$ cat src/rtl/vram_fetcher_pkg.sv
// Shared definitions for the video-memory read fetcher.
//   - fetch_state_t   : FSM state encoding, visible on the fetcher's debug port
//   - WORD_WIDTH      : width of one memory word
//   - ADDR_WIDTH      : width of a memory address
//   - FRAME_*         : default frame-region layout, also used by the VGA
//                       pixel generator so both sides agree on the frame shape
package vram_fetcher_pkg;

    localparam int WORD_WIDTH = 16;
    localparam int ADDR_WIDTH = 16;

    localparam logic [ADDR_WIDTH-1:0] FRAME_BASE_ADDR      = 16'hC000;
    localparam int                    FRAME_WORDS_PER_LINE = 40;
    localparam int                    FRAME_LINES          = 30;

    typedef enum logic [1:0] {
        IDLE  = 2'd0,
        FETCH = 2'd1,
        DRAIN = 2'd2
    } fetch_state_t;

endpackage

$ cat src/rtl/vram_fetcher_fifo.sv
// First-word-fall-through synchronous FIFO.
//   clock, reset : posedge clock, synchronous active-high reset
//   push         : write push_data this cycle
//   push_data    : entry to write
//   pop          : remove the head entry this cycle (ignored when empty)
//   flush        : discard every entry; wins over push and pop
//   head_data    : head entry; holds the last popped entry while empty
//   count        : number of stored entries
//   empty, full  : occupancy flags
module sync_fifo_fwft #(
    parameter int WIDTH = 17,
    parameter int DEPTH = 16,
    localparam int PTR_W = $clog2(DEPTH),
    localparam int CNT_W = PTR_W + 1
) (
    input  logic             clock,
    input  logic             reset,
    input  logic             push,
    input  logic [WIDTH-1:0] push_data,
    input  logic             pop,
    input  logic             flush,
    output logic [WIDTH-1:0] head_data,
    output logic [CNT_W-1:0] count,
    output logic             empty,
    output logic             full
);

    logic [WIDTH-1:0] storage [DEPTH];
    logic [PTR_W-1:0] wr_ptr;
    logic [PTR_W-1:0] rd_ptr;
    logic [WIDTH-1:0] held;
    logic             do_push;
    logic             do_pop;

    assign empty   = (count == '0);
    assign full    = (count == CNT_W'(DEPTH));
    assign do_pop  = pop && !empty;
    assign do_push = push && (!full || do_pop);

    // While empty the head keeps showing the last word that left the FIFO.
    assign head_data = empty ? held : storage[rd_ptr];

    always_ff @(posedge clock) begin
        if (do_push && !flush) begin
            storage[wr_ptr] <= push_data;
        end
    end

    always_ff @(posedge clock) begin
        if (reset) begin
            wr_ptr <= '0;
            rd_ptr <= '0;
            count  <= '0;
            held   <= '0;
        end else if (flush) begin
            wr_ptr <= '0;
            rd_ptr <= '0;
            count  <= '0;
        end else begin
            if (do_push) begin
                wr_ptr <= wr_ptr + 1'b1;
            end
            if (do_pop) begin
                rd_ptr <= rd_ptr + 1'b1;
                held   <= storage[rd_ptr];
            end
            case ({do_push, do_pop})
                2'b10:   count <= count + 1'b1;
                2'b01:   count <= count - 1'b1;
                default: count <= count;
            endcase
        end
    end

endmodule

$ cat src/rtl/vram_fetcher.sv
// Streams one frame of words from a fixed memory region (read port B of the
// shared dual-port memory) into a small FWFT FIFO for the pixel generator.
//   clock, reset      : posedge clock, synchronous active-high reset
//   frame_start       : pulse; starts or restarts a frame fetch
//   mem_address       : port B address; a read is issued on the posedge where
//                       it advances, and its data is captured one posedge later
//   mem_write_enable  : tied low
//   mem_write_data    : tied to zero
//   mem_read_data     : port B read data (one-cycle latency)
//   pix_data          : FIFO head word
//   pix_valid         : FIFO non-empty
//   pix_ready         : consumer accepts pix_data
//   line_end          : head word is the last word of a line
//   frame_done        : one-cycle pulse after the last word of the frame is popped
//   underflow         : sticky; consumer asked for data while fetching and the
//                       FIFO was empty
//   fetch_state       : current FSM state, for observation
//
// Handshake: a word transfers on every posedge where pix_valid and pix_ready
// are both high; pix_data and line_end stay stable while pix_valid is high and
// pix_ready is low. pix_ready while pix_valid is low has no effect.
module vram_fetcher
    import vram_fetcher_pkg::*;
#(
    parameter logic [ADDR_WIDTH-1:0] BASE_ADDR      = FRAME_BASE_ADDR,
    parameter int                    WORDS_PER_LINE = FRAME_WORDS_PER_LINE,
    parameter int                    LINES          = FRAME_LINES,
    parameter int                    FIFO_DEPTH     = 16
) (
    input  logic                  clock,
    input  logic                  reset,
    input  logic                  frame_start,
    output logic [ADDR_WIDTH-1:0] mem_address,
    output logic                  mem_write_enable,
    output logic [WORD_WIDTH-1:0] mem_write_data,
    input  logic [WORD_WIDTH-1:0] mem_read_data,
    output logic [WORD_WIDTH-1:0] pix_data,
    output logic                  pix_valid,
    input  logic                  pix_ready,
    output logic                  line_end,
    output logic                  frame_done,
    output logic                  underflow,
    output fetch_state_t          fetch_state
);

    localparam int CNT_W = $clog2(FIFO_DEPTH) + 1;
    localparam int WC_W  = (WORDS_PER_LINE > 1) ? $clog2(WORDS_PER_LINE) : 1;
    localparam int LC_W  = (LINES > 1) ? $clog2(LINES) : 1;

    localparam logic [WC_W-1:0]  LAST_WORD   = WC_W'(WORDS_PER_LINE - 1);
    localparam logic [LC_W-1:0]  LAST_LINE   = LC_W'(LINES - 1);
    localparam logic [CNT_W:0]   DEPTH_LIMIT = (CNT_W + 1)'(FIFO_DEPTH);

    fetch_state_t state;
    fetch_state_t state_next;

    logic [WC_W-1:0]     word_count;
    logic [LC_W-1:0]     line_count;
    logic                inflight;
    logic                inflight_tag;
    logic [CNT_W-1:0]    fifo_count;
    logic                fifo_empty;
    logic                fifo_full;
    logic [WORD_WIDTH:0] head_entry;
    logic [CNT_W:0]      occupancy;
    logic                pop;
    logic                push;
    logic                issue;
    logic                last_issue;
    logic                last_pop;

    assign mem_write_enable = 1'b0;
    assign mem_write_data   = '0;
    assign fetch_state      = state;

    assign pix_valid = !fifo_empty;
    assign pix_data  = head_entry[WORD_WIDTH-1:0];
    assign line_end  = pix_valid && head_entry[WORD_WIDTH];
    assign pop       = pix_valid && pix_ready;

    // A restart throws away the word that is still on its way back.
    assign push = inflight && !frame_start;

    // Counting the outstanding read guarantees its data always has a slot.
    assign occupancy = {1'b0, fifo_count} + {{CNT_W{1'b0}}, inflight};

    always_ff @(posedge clock) begin
        if (reset) begin
            state <= IDLE;
        end else begin
            state <= state_next;
        end
    end

    always_comb begin
        state_next = state;
        issue      = 1'b0;
        last_issue = 1'b0;
        last_pop   = 1'b0;
        case (state)
            FETCH: begin
                issue      = !frame_start && (occupancy < DEPTH_LIMIT);
                last_issue = issue && (word_count == LAST_WORD) && (line_count == LAST_LINE);
                if (last_issue) begin
                    state_next = DRAIN;
                end
            end
            DRAIN: begin
                // Nothing more can arrive once the in-flight flag is clear.
                last_pop = pop && (fifo_count == CNT_W'(1)) && !inflight;
                if (last_pop) begin
                    state_next = IDLE;
                end
            end
            default: ;
        endcase
        // A restart overrides everything, including a frame that just finished.
        if (frame_start) begin
            state_next = FETCH;
            last_pop   = 1'b0;
        end
    end

    always_ff @(posedge clock) begin
        if (reset) begin
            mem_address  <= BASE_ADDR;
            word_count   <= '0;
            line_count   <= '0;
            inflight     <= 1'b0;
            inflight_tag <= 1'b0;
            frame_done   <= 1'b0;
            underflow    <= 1'b0;
        end else begin
            frame_done <= last_pop;
            if (frame_start) begin
                mem_address <= BASE_ADDR;
                word_count  <= '0;
                line_count  <= '0;
                inflight    <= 1'b0;
                underflow   <= 1'b0;
            end else begin
                inflight <= issue;
                if (issue) begin
                    inflight_tag <= (word_count == LAST_WORD);
                    mem_address  <= mem_address + 1'b1;
                    if (word_count == LAST_WORD) begin
                        word_count <= '0;
                        line_count <= line_count + 1'b1;
                    end else begin
                        word_count <= word_count + 1'b1;
                    end
                end
                if (pix_ready && !pix_valid && (state == FETCH)) begin
                    underflow <= 1'b1;
                end
            end
        end
    end

    sync_fifo_fwft #(
        .WIDTH (WORD_WIDTH + 1),
        .DEPTH (FIFO_DEPTH)
    ) u_fifo (
        .clock     (clock),
        .reset     (reset),
        .push      (push),
        .push_data ({inflight_tag, mem_read_data}),
        .pop       (pop),
        .flush     (frame_start),
        .head_data (head_entry),
        .count     (fifo_count),
        .empty     (fifo_empty),
        .full      (fifo_full)
    );

endmodule

$ cat config.mk
export PLATFORM = sky130hd
export DESIGN_NAME = vram_fetcher
export DESIGN_NICKNAME = d
export VERILOG_FILES = /design/src/rtl/vram_fetcher_pkg.sv /design/src/rtl/vram_fetcher_fifo.sv /design/src/rtl/vram_fetcher.sv
export SDC_FILE = /design/constraint.sdc
export NUM_CORES = 1
export LEC_CHECK = 0
export BUFFER_PORTS_ARGS = -buffer_cell sky130_fd_sc_hd__buf_4
export CAP_MARGIN = 10
export CORE_MARGIN = 2
export CORE_UTILIZATION = 55
export DETAILED_ROUTE_END_ITERATION = 8
export PLACE_DENSITY_LB_ADDON = 0.3
export SETUP_SLACK_MARGIN = 0.5
export SLEW_MARGIN = 5
export SYNTH_ARGS = -nofsm -noshare
export SYNTH_HDL_FRONTEND = slang
export SYNTH_SLANG_ARGS = --single-unit
$ cat constraint.sdc
create_clock -name clock -period 6.4 [get_ports clock]
set_input_delay 0.64 -clock clock [delete_from_list [all_inputs] [get_ports clock]]
set_output_delay 0.64 -clock clock [all_outputs]
set_load 0.1 [all_outputs]
==> summary.md <==
| Metric | Value |
|---|---|
| Sw frac | `20.40%` |
| PortBufs | `57` |
| Logic gate share of total power | `2.9%` |
| Detailed router's first-iteration violation count | `1031` |
| Max clock buf depth | `3` |
| Worst path cell trace | `buf_4, nor2b_1, a222oi_1, nand3_1, nand3_1, buf_4` |
| Final Max Tran Viols | `0` |
| Vias post-DR | `8550` |
| Hold Buf Count CTS | `0` |
| Post-layout min period | `4.076 ns` |
| Avg WL per Cell | `22.95 um` |
| Worst-path clk slew | `0.06 ns` |
| Number of global-route vias before repair | `8329` |
| Fin. Hold Viols | `0` |
| Die ar. | `26530 sq um` |
| Crit Path Category | `reg2out` |
| Post-synth cell types | `52` |
| Seq pwr share | `52.2%` |
| Req. time, crit path | `5.76 ns` |
| Cts repair resizes | `0` |
| RSZ-0062 raised after global routing | `no` |
| Initial DRT Pass Iterations | `7` |
| Filler Cells Inserted | `1844` |
| Vias/cell | `6.112` |
| Share of cells above drive strength 1 | `13.84%` |
| Fmax | `0.2453 GHz` |
| Overflow after GRT | `0` |
| Seq/Total Area, Yosys | `68.34%` |
| First-pass GRT wire length | `47910 um` |
| Cts bufs inserted | `35` |
| Final Setup Violations | `0` |
| Yosys reg bits | `338` |
| Core box area | `24960 sq um` |
| Setup TNS | `0 ns` |
| Slew margin rel. | `18.11%` |
| Initial antenna violation count | `0` |
| Worst-margin pin slew | `1.228 ns` |
| Period utilisation layout | `63.69%` |
| Die Ht | `162.9 um` |
| Post-synthesis async set-or-reset flop share | `0%` |
| H-tree Lvls | `2` |
| Global Route Usage Sum | `24.15%` |
| Worst min-delay path class | `in2reg` |
| Final ANT Viol Nets | `0` |
| Crit start category | `flip-flop` |
| Yosys warns | `0` |
| NetSw | `927.3 uW` |
| Placed Area | `14640 sq um` |
| DPL Wire Length | `17600 um` |
| Cell family with most CP delay | `buffers and inverters` |
| CTS tree | `yes` |
| Initial Utilization | `55.62%` |
| Syn Area/Cell | `14.14 sq um` |
| Pin count of the biggest net entering global routing | `57` |
| Fin Clk Skew | `0.01606 ns` |
| CP max stage cell | `buf_4` |
| Synthesized cell area | `13880 sq um` |
| CTS sink count | `338` |
| Max-cap violation count | `0` |
| Ys flop type | `edfxtp_1` |
| Status | `completed` |
| FP Rows | `58` |
| CP Capture Type | `primary output` |
| Crit-path max cell delay | `0.71 ns` |
| Leakage | `0.005073 uW` |
| Core Util, Final | `63.36%` |
| # diodes | `0` |
| Nets@finish | `1077` |
| Post-CTS Setup Repair Bufs | `0` |
| Clk network pwr share | `44.9%` |
| Post-synth EDFFs | `272` |
| # IOs | `75` |
| Pwr/cell area | `287.4 nW/um^2` |
| Hold slack | `0.3472 ns` |
| # DRC | `0` |
| Post-Syn Instances | `982` |
| Final instance area | `15820 sq um` |
| Area Growth Syn to Fin | `13.91%` |
| Placed Instances | `1336` |
| GPL Wtd Cong | `0.7865` |
| Critical Path AT | `3.44 ns` |
| Final non-filler cell total | `1399` |
| Max FO, Critical Path | `46` |
| Int Pwr | `3618 uW` |
| Clock Latency Late Sink | `0.51 ns` |
| Die Wd | `162.9 um` |
| Peak VDD IR | `0.1770 mV` |
| Routed wire length | `32100 um` |
| CP bufs+invs | `2` |
| Clk root buf | `clkbuf_16` |
cell families (layout without fill, tap and decap cells):
family          after synthesis  in the layout  synth area share (%)
flops                       338            338                 68.34
simple gates                254            254                 9.426
mux                         138            138                 9.949
compound gates              128            128                 6.795
buf+inv                      91            162                 3.064
xor+xnor                     18             18                 1.135
fa+ha+maj                    14             14                 1.262
other cells                   1             17               0.02701
layout by cell type (no fill, tap or decap), types with 2 or more instances in the layout:
| cell | instances |
|---|---|
| a2111oi_0 | 2 |
| a211oi_1 | 6 |
| a21boi_0 | 16 |
| a21oi_1 | 40 |
| a222oi_1 | 34 |
| a41oi_1 | 2 |
| and2_1 | 15 |
| and3_1 | 4 |
| and4_1 | 4 |
| buf_4 | 80 |
| bufinv_16 | 2 |
| clkbuf_1 | 9 |
| clkbuf_16 | 38 |
| clkbuf_8 | 5 |
| clkinv_2 | 4 |
| clkinvlp_4 | 3 |
| conb_1 | 17 |
| dfxtp_1 | 64 |
| dfxtp_4 | 2 |
| edfxtp_1 | 272 |
| ha_1 | 14 |
| inv_1 | 19 |
| mux2i_1 | 138 |
| nand2_1 | 47 |
| nand3_1 | 110 |
| nand4_1 | 7 |
| nand4b_1 | 2 |
| nor2_1 | 27 |
| nor2_2 | 4 |
| nor2b_1 | 2 |
| nor2b_2 | 2 |
| nor3_1 | 3 |
| o211ai_1 | 3 |
| o21ai_0 | 5 |
| o31ai_1 | 11 |
| or3_1 | 7 |
| or4_1 | 9 |
| xnor2_1 | 10 |
| xor2_1 | 8 |
registers in the layout, indices dropped and copies added, names as in the netlist, 2 cells and up, named ones only:
signal	cells
u_fifo.storage	272
mem_address	16
u_fifo.held	16
word_count	6
line_count	5
u_fifo.count	5
u_fifo.rd_ptr	4
u_fifo.wr_ptr	4
fetch_state	2
through the flow:
step / setup slack (ns) / total power, uW
detailed placement: 2.852 / 2552
CTS: 2.309 / 4564
global route: 2.131 / 4658
floorplan: 2.441 / 2517
finish: 2.324 / 4545
global placement: 2.882 / 2549
Yosys cell counts, types with 5 or more instances:
cell type  instances  area share [%]
a21boi_0          16            0.87
and2_1            15            0.68
buf_4             17            0.92
clkbuf_1          39             1.1
buf_2             10            0.36
xor2_1             8            0.50
buf_1              5            0.14
xnor2_1           10            0.63
inv_1             19            0.51
or3_1              7            0.32
mux2i_1          138             9.9
a211oi_1           6            0.32
o21ai_0            5            0.18
a21oi_1           40             1.4
ha_1              14             1.3
o31ai_1           11            0.59
or4_1              9            0.49
nand2_1           47             1.3
nor2_1            32            0.87
a222oi_1          34             2.5
nand3_1          110             4.0
edfxtp_1         272              59
nand4_1            7            0.32
dfxtp_1           66             9.5
per-layer routing:
metal,wire length (um),track usage [%],share of wire [%],vias up
met5,0,0,0,-
met4,807,8.648,2.5,0
met3,2566,3.743,8.0,77
met2,15520,40.12,48,383
met1,13210,32.54,41,4206
li1,-,-,-,3884
area by class of cell:
class                           instances  area (sq um)  area share, %
Clock buffer                           52          1054          6.661
Clock inverter                         11         122.6         0.7753
Inverter                               19         71.32         0.4509
Multi-Input combinational cell        569          4059          25.66
Sequential cell                       338          9497          60.04
Tap cell                              330         412.9          2.611
Timing Repair Buffer                   80         600.6          3.797
power by group through the flow:
stage	clock network, uW	logic (uW)	registers [uW]
after global placement	0	130	2420
after floorplan	0	90.5	2430
after detailed placement	0	132	2420
final	2040	133	2370
after global routing	2150	140	2370
after CTS	2060	133	2370
worst paths after layout:
check / slack [ns] / cells past startpoint / endpoint / startpoint
setup reg to reg: 3.29 / 5 / u_fifo.storage[3][13] / u_fifo.count[0]
setup / recovery: 2.32 / 6 / pix_data[8] / flip-flop
hold reg to reg: 0.47 / 2 / u_fifo.held[7] / u_fifo.held[7]
hold / removal: 0.35 / 2 / fetch_state[0] / reset
(Power assumes the default switching activity.)
